`src/rtl/decode_ctrl_stage.sv`:
```
// ID stage for the 5-stage MIPS pipeline. Decodes the IF/ID word, registers controls into ID/EX,
// detects load-use hazards and counts stall cycles (saturating).
module decode_ctrl_stage #(
    parameter int ALU_OP_W   = 3,
    parameter int REG_ADDR_W = 5,
    parameter int CNT_W      = 16
) (
    input  logic                  clk_i,
    input  logic                  rst_i,
    input  logic [31:0]           instr_i,
    input  logic                  instr_valid_i,
    input  logic                  flush_i,
    output logic                  stall_o,
    output logic                  ex_valid_o,
    output logic                  ex_RegWrite_o,
    output logic [ALU_OP_W-1:0]   ex_ALU_op_o,
    output logic                  ex_ALUSrc_o,
    output logic                  ex_RegDst_o,
    output logic                  ex_Branch_o,
    output logic                  ex_BranchNe_o,
    output logic                  ex_Jump_o,
    output logic                  ex_MemRead_o,
    output logic                  ex_MemtoReg_o,
    output logic                  ex_MemWrite_o,
    output logic [REG_ADDR_W-1:0] ex_rs_o,
    output logic [REG_ADDR_W-1:0] ex_rt_o,
    output logic [REG_ADDR_W-1:0] ex_rd_o,
    output logic                  illegal_o,
    output logic [CNT_W-1:0]      stall_cnt_o
);

    localparam logic [5:0] OP_RTYPE = 6'b000000;
    localparam logic [5:0] OP_LW    = 6'b100011;
    localparam logic [5:0] OP_SW    = 6'b101011;
    localparam logic [5:0] OP_BEQ   = 6'b000100;
    localparam logic [5:0] OP_BNE   = 6'b000101;
    localparam logic [5:0] OP_ADDI  = 6'b001000;
    localparam logic [5:0] OP_SLTI  = 6'b001010;
    localparam logic [5:0] OP_ORI   = 6'b001101;
    localparam logic [5:0] OP_J     = 6'b000010;

    logic [5:0]            opcode;
    logic [REG_ADDR_W-1:0] rs, rt, rd, dest;
    logic [2:0]            aluOp3;
    logic [ALU_OP_W-1:0]   aluOp;
    logic regWrite, aluSrc, regDst, branch, branchNe, jump;
    logic memRead, memtoReg, memWrite, illegalOp, usesRs, usesRt;
    logic take;
    logic unusedBits;

    assign opcode     = instr_i[31:26];
    assign rs         = instr_i[21 +: REG_ADDR_W];
    assign rt         = instr_i[16 +: REG_ADDR_W];
    assign rd         = instr_i[11 +: REG_ADDR_W];
    assign unusedBits = ^instr_i[10:0];

    always_comb begin
        regWrite  = 1'b0;
        aluOp3    = 3'b000;
        aluSrc    = 1'b0;
        regDst    = 1'b0;
        branch    = 1'b0;
        branchNe  = 1'b0;
        jump      = 1'b0;
        memRead   = 1'b0;
        memtoReg  = 1'b0;
        memWrite  = 1'b0;
        illegalOp = 1'b0;
        usesRs    = 1'b1;
        usesRt    = 1'b0;
        case (opcode)
            OP_RTYPE: begin regWrite = 1'b1; regDst = 1'b1; aluOp3 = 3'b010; usesRt = 1'b1; end
            OP_LW:    begin aluSrc = 1'b1; memRead = 1'b1; memtoReg = 1'b1; regWrite = 1'b1; end
            OP_SW:    begin aluSrc = 1'b1; memWrite = 1'b1; usesRt = 1'b1; end
            OP_BEQ:   begin aluOp3 = 3'b001; branch = 1'b1; usesRt = 1'b1; end
            OP_BNE:   begin aluOp3 = 3'b001; branchNe = 1'b1; usesRt = 1'b1; end
            OP_ADDI:  begin aluSrc = 1'b1; regWrite = 1'b1; end
            OP_SLTI:  begin aluOp3 = 3'b011; aluSrc = 1'b1; regWrite = 1'b1; end
            OP_ORI:   begin aluOp3 = 3'b100; aluSrc = 1'b1; regWrite = 1'b1; end
            OP_J:     begin jump = 1'b1; usesRs = 1'b0; end
            default:  illegalOp = 1'b1;
        endcase
        // $0 is hardwired, so a write to it is dropped here; the all-zero word becomes a NOP.
        dest = regDst ? rd : rt;
        if (dest == '0) regWrite = 1'b0;
        aluOp      = '0;
        aluOp[2:0] = aluOp3;
    end

    // Handshake: stall_o=1 means upstream must hold PC and IF/ID this cycle; ID/EX takes a bubble.
    // An instruction moves into ID/EX only when instr_valid_i=1, flush_i=0 and stall_o=0.
    assign stall_o = ex_valid_o & ex_MemRead_o & (ex_rt_o != '0) & instr_valid_i & ~flush_i &
                     ((usesRs & (rs == ex_rt_o)) | (usesRt & (rt == ex_rt_o)));
    assign take    = instr_valid_i & ~flush_i & ~stall_o;

    always_ff @(posedge clk_i) begin
        if (!rst_i) begin
            ex_valid_o    <= 1'b0;
            ex_RegWrite_o <= 1'b0;
            ex_ALU_op_o   <= '0;
            ex_ALUSrc_o   <= 1'b0;
            ex_RegDst_o   <= 1'b0;
            ex_Branch_o   <= 1'b0;
            ex_BranchNe_o <= 1'b0;
            ex_Jump_o     <= 1'b0;
            ex_MemRead_o  <= 1'b0;
            ex_MemtoReg_o <= 1'b0;
            ex_MemWrite_o <= 1'b0;
            ex_rs_o       <= '0;
            ex_rt_o       <= '0;
            ex_rd_o       <= '0;
            illegal_o     <= 1'b0;
            stall_cnt_o   <= '0;
        end else begin
            if (stall_o && (stall_cnt_o != '1)) stall_cnt_o <= stall_cnt_o + CNT_W'(1);
            // Bubble (everything zero) unless a live instruction is admitted.
            ex_valid_o    <= take;
            ex_RegWrite_o <= take & regWrite;
            ex_ALU_op_o   <= take ? aluOp : '0;
            ex_ALUSrc_o   <= take & aluSrc;
            ex_RegDst_o   <= take & regDst;
            ex_Branch_o   <= take & branch;
            ex_BranchNe_o <= take & branchNe;
            ex_Jump_o     <= take & jump;
            ex_MemRead_o  <= take & memRead;
            ex_MemtoReg_o <= take & memtoReg;
            ex_MemWrite_o <= take & memWrite;
            ex_rs_o       <= take ? rs : '0;
            ex_rt_o       <= take ? rt : '0;
            ex_rd_o       <= take ? rd : '0;
            illegal_o     <= take & illegalOp;
        end
    end

endmodule

```
`config.mk`:
```
export PLATFORM = sky130hd
export DESIGN_NAME = decode_ctrl_stage
export DESIGN_NICKNAME = d
export VERILOG_FILES = /design/src/rtl/decode_ctrl_stage.sv
export SDC_FILE = /design/constraint.sdc
export NUM_CORES = 1
export LEC_CHECK = 0
export CORE_MARGIN = 5
export CORE_UTILIZATION = 46
export CTS_CLUSTER_SIZE = 30
export DETAILED_ROUTE_END_ITERATION = 7
export HOLD_SLACK_MARGIN = 0.12
export PLACE_DENSITY = 0.84
export SYNTH_ARGS = -nofsm -noshare
export SYNTH_HDL_FRONTEND = slang
export SYNTH_SLANG_ARGS = --single-unit
```
`constraint.sdc`:
```
create_clock -name clk_i -period 5.42 [get_ports clk_i]
set_input_delay 1.626 -clock clk_i [delete_from_list [all_inputs] [get_ports clk_i]]
set_output_delay 1.626 -clock clk_i [all_outputs]
set_load 0.005 [all_outputs]
```
==> key figures, run 1 <==
Worst setup path
  – CP required: 3790 ps
  – R2R Setup Slk: 2860 ps
  – Top cell by count, worst path: clkdlybuf4s50_1
  – Critical path peak fanout: 7
  – CP peak stage delay: 520 ps
  – Critical path endpoint category: primary output
  – WS Path Type: in -> out
  – Register-to-Register Path Depth: 8
  – CP endpoint: stall_o
  – Critical Path Start Type: input pin
  – Slowest stage cell, crit path: clkdlybuf4s50_1
  – Reg-to-reg critical path endpoint: ex_RegWrite_o
  – Worst-path cell chain: clkdlybuf4s50_1, or4_1, o211ai_2, nor3_2, nor2_1, inv_2, clkdlybuf4s50_1
  – R2R Path Start: ex_rt_o[1]
  – CP Launch Point: instr_i[28]
  – Worst EP arrival: 3600 ps

Cells and area
  – Layout cells sized above 1: 11.0%
  – FF+latch area: 881 sq um
  – Core Util, Final: 66.9%
  – Commonest non-fill, non-tap cell in the layout: clkdlybuf4s50_1
  – # diodes: 0
  – Nets: 326
  – Commonest cells after routing, fill and taps aside: clkdlybuf4s50_1, dfxtp_1, nand2_1
  – Fillers: 367
  – Design Area, Final: 2850 sq um
  – Synth-to-layout area growth: 43.1%
  – Area of the multi-input gates: 1040 sq um

Clock network
  – CTS Buf Count: 5
  – H-tree levels: 2
  – # hold bufs at CTS: 0
  – PostCTS Resize Cnt: 0
  – Root buffer cell: clkbuf_8
  – TritonCTS clock tree: yes
  – CTS clock-pin slew for the worst setup and hold paths: 80 ps
  – Total setup buffers inserted after CTS: 0
  – # clock sinks: 44
  – Later-pin clock latency in the skew report: 300 ps
  – Max clock buf depth: 2

Power and ir drop
  – Leakage: 0.982 nW
  – Pwr dens: 211 nW/um^2
  – Peak supply drop: 0.104 mV

Global routing
  – Largest net degree at the start of global routing: 20
  – GRT overflow: 0
  – Global-route wire length before repair: 8190 microns
  – Number of global-route vias before repair: 1,792
  – GRT Total Usage: 18.6%
  – Initial antenna violation count: 0

STA
  – Final Hold Viols: 0
  – Pins Over Slew Limit: 0
  – Setup WS post-layout: 194 ps
  – Clock skew: 7.85 ps
  – Worst-Margin Slew: 542 ps
  – Worst rel slew slack: 63.6%
  – Setup_tns: 0 ps
  – Final setup viols: 0
  – Final min period: 5230 ps
  – RSZ-0062 raised after global routing: false
  – Period utilisation layout: 96.4%
  – Fin Hold WS: 495 ps
  – F_max: 0.191 GHz

Synth
  – Mean Syn Cell Area: 9.36 sq um
  – Syn Inst Count: 213
  – Sequential share of the synthesized area: 44.2%
  – EDFF count, synth: 0
  – Synth top area cells: dfxtp_1, and2_1, xnor2_1, nand2_1, or3_1
  – Primary FF master, synth: dfxtp_1
  – Post-synth ARST share: 0%
  – Synth area leader: dfxtp_1
  – Synth Warn #: 0
  – Syn_nets: 250
  – Netlist Area Pre-Place: 1990 sq um
  – Top cell type's share of synthesized area: 44.2%
  – Number of synthesized register bits: 44
  – Post-synth cell types: 47

Floorplanning
  – Core Area: 4260 sq um
  – Die area: 5750 sq um
  – Die X: 75.8 microns
  – Total I/O pin count: 82
  – Initial Util: 46.7%
  – Rows: 24
  – Die Y-Extent: 75.8 microns

Routing
  – Routed vias: 1,830
  – Avg WL per Cell: 14.2 microns
  – # DRC: 0
  – Final wirelength: 4870 microns
  – DR vias/cell: 5.35
  – Post-route ant nets: 0
  – Initial DRC Count: 113
  – Initial DRT Pass Iterations: 4

Placement
  – I/O Buffers: 70
  – Placer Congestion: 0.791
  – Final HPWL DP: 3830 microns
  – Dpl cell area: 2760 sq um
  – Pre-CTS WS: 175 ps

Hold path
  – Worst Hold Path Cells: 2
  – Worst hold path type: reg -> reg

Run status
  – Status: completed

Job
  – Total of max-cap violations: 0
-- cell usage after synthesis, drive strengths merged, types with 7 or more instances --
master,instances
dfxtp,44
nand2,18
and2,16
nor2,14
o21ai,11
a21oi,10
nor3,10
nand2b,9
or3,9
xnor2,9
buf,7
nand3,7
-- per-layer routing --
layer | up-vias | share of wire [%] | global-route usage [%]
met1 | 841 | 39 | 21.4
li1 | 907 | - | -
met3 | 14 | 8.1 | 5.80
met4 | 0 | 2.7 | 6.80
met5 | - | 0 | 0
met2 | 68 | 50 | 32.0
-- sequential cells by signal (all words and copies together) (netlist names) --
| signal | cells |
|---|---|
| ex_MemtoReg_o | 1 |
| ex_RegWrite_o | 1 |
| ex_MemWrite_o | 1 |
| illegal_o | 1 |
| ex_ALUSrc_o | 1 |
| ex_rs_o | 5 |
| ex_rt_o | 5 |
| ex_Jump_o | 1 |
| stall_cnt_o | 16 |
| ex_Branch_o | 1 |
| ex_BranchNe_o | 1 |
| ex_valid_o | 1 |
| ex_RegDst_o | 1 |
| ex_rd_o | 5 |
| ex_ALU_op_o | 3 |
-- how the worst min path moves through the flow --
| stage | from | endpoint | slack (ps) |
|---|---|---|---|
| global placement | stall_cnt_o[11] | stall_cnt_o[11] | 470 |
| CTS | stall_cnt_o[11] | stall_cnt_o[11] | 500 |
| floorplan | stall_cnt_o[11] | stall_cnt_o[11] | 470 |
| finish | stall_cnt_o[11] | stall_cnt_o[11] | 500 |
| detailed placement | stall_cnt_o[11] | stall_cnt_o[11] | 480 |
| global route | stall_cnt_o[11] | stall_cnt_o[11] | 540 |
-- area by class of cell --
cell class | instances | share of cell area (%)
Multi-Input combinational cell | 156 | 36.4
Sequential cell | 44 | 30.9
Timing Repair Buffer | 78 | 26.7
Clock buffer | 6 | 2.90
Tap cell | 52 | 2.28
Inverter | 4 | 0.527
Clock inverter | 2 | 0.351
-- report_power, final --
part / internal [W] / switching (W) / total [W] / leakage (nW)
combinational: 0.0000359 / 0.0000264 / 0.0000623 / 0.575
sequential: 0.000327 / 0.00000213 / 0.000329 / 0.356
clock: 0.000102 / 0.000108 / 0.000210 / 0.0510
total: 0.000464 / 0.000136 / 0.000601 / 0.982
-- logic make-up (layout without fill, tap and decap cells) --
group	count (synthesis)	count (layout)	share of synthesized area, %
AOI/OAI and AO/OA	37	37	14.3
xor gates and xnor gates	12	12	5.27
adders and majority gates	1	1	0.628
buffers and inverters	13	90	3.77
DFF	44	44	44.2
muxes	3	3	1.51
and+or+nand+nor	103	103	30.4
-- per-stage QoR --
step | power (W) | std cells
after detailed placement | 0.000399 | 334
after global routing | 0.000627 | 342
after floorplan | 0.000364 | 213
after global placement | 0.000398 | 334
final | 0.000601 | 342
after CTS | 0.000605 | 342
-- worst max-delay path: cells and delay by family --
kind	cells	cell delay, ps
buffers and inverters	3	1060
AND/OR/NAND/NOR	3	720
AO/OA/AOI/OAI	1	190
Power figures use the tool's default switching activity.
==> run 2, diff against run 1 <==
--- a/config.mk
+++ b/config.mk
@@ -11,6 +11,8 @@
 export DETAILED_ROUTE_END_ITERATION = 7
 export HOLD_SLACK_MARGIN = 0.12
 export PLACE_DENSITY = 0.84
+export SKIP_CTS_REPAIR_TIMING = 1
+export SKIP_LAST_GASP = 1
 export SYNTH_ARGS = -nofsm -noshare
 export SYNTH_HDL_FRONTEND = slang
 export SYNTH_SLANG_ARGS = --single-unit
==> results of run 2 <==
Final layout, timing and power as in run 1 (identical DEF).
==> run 3, diff against run 2 <==
--- a/config.mk
+++ b/config.mk
@@ -16,3 +16,4 @@
 export SYNTH_ARGS = -nofsm -noshare
 export SYNTH_HDL_FRONTEND = slang
 export SYNTH_SLANG_ARGS = --single-unit
+export TNS_END_PERCENT = 20
==> results of run 3 <==
Final layout, timing and power as in run 1 (identical DEF).
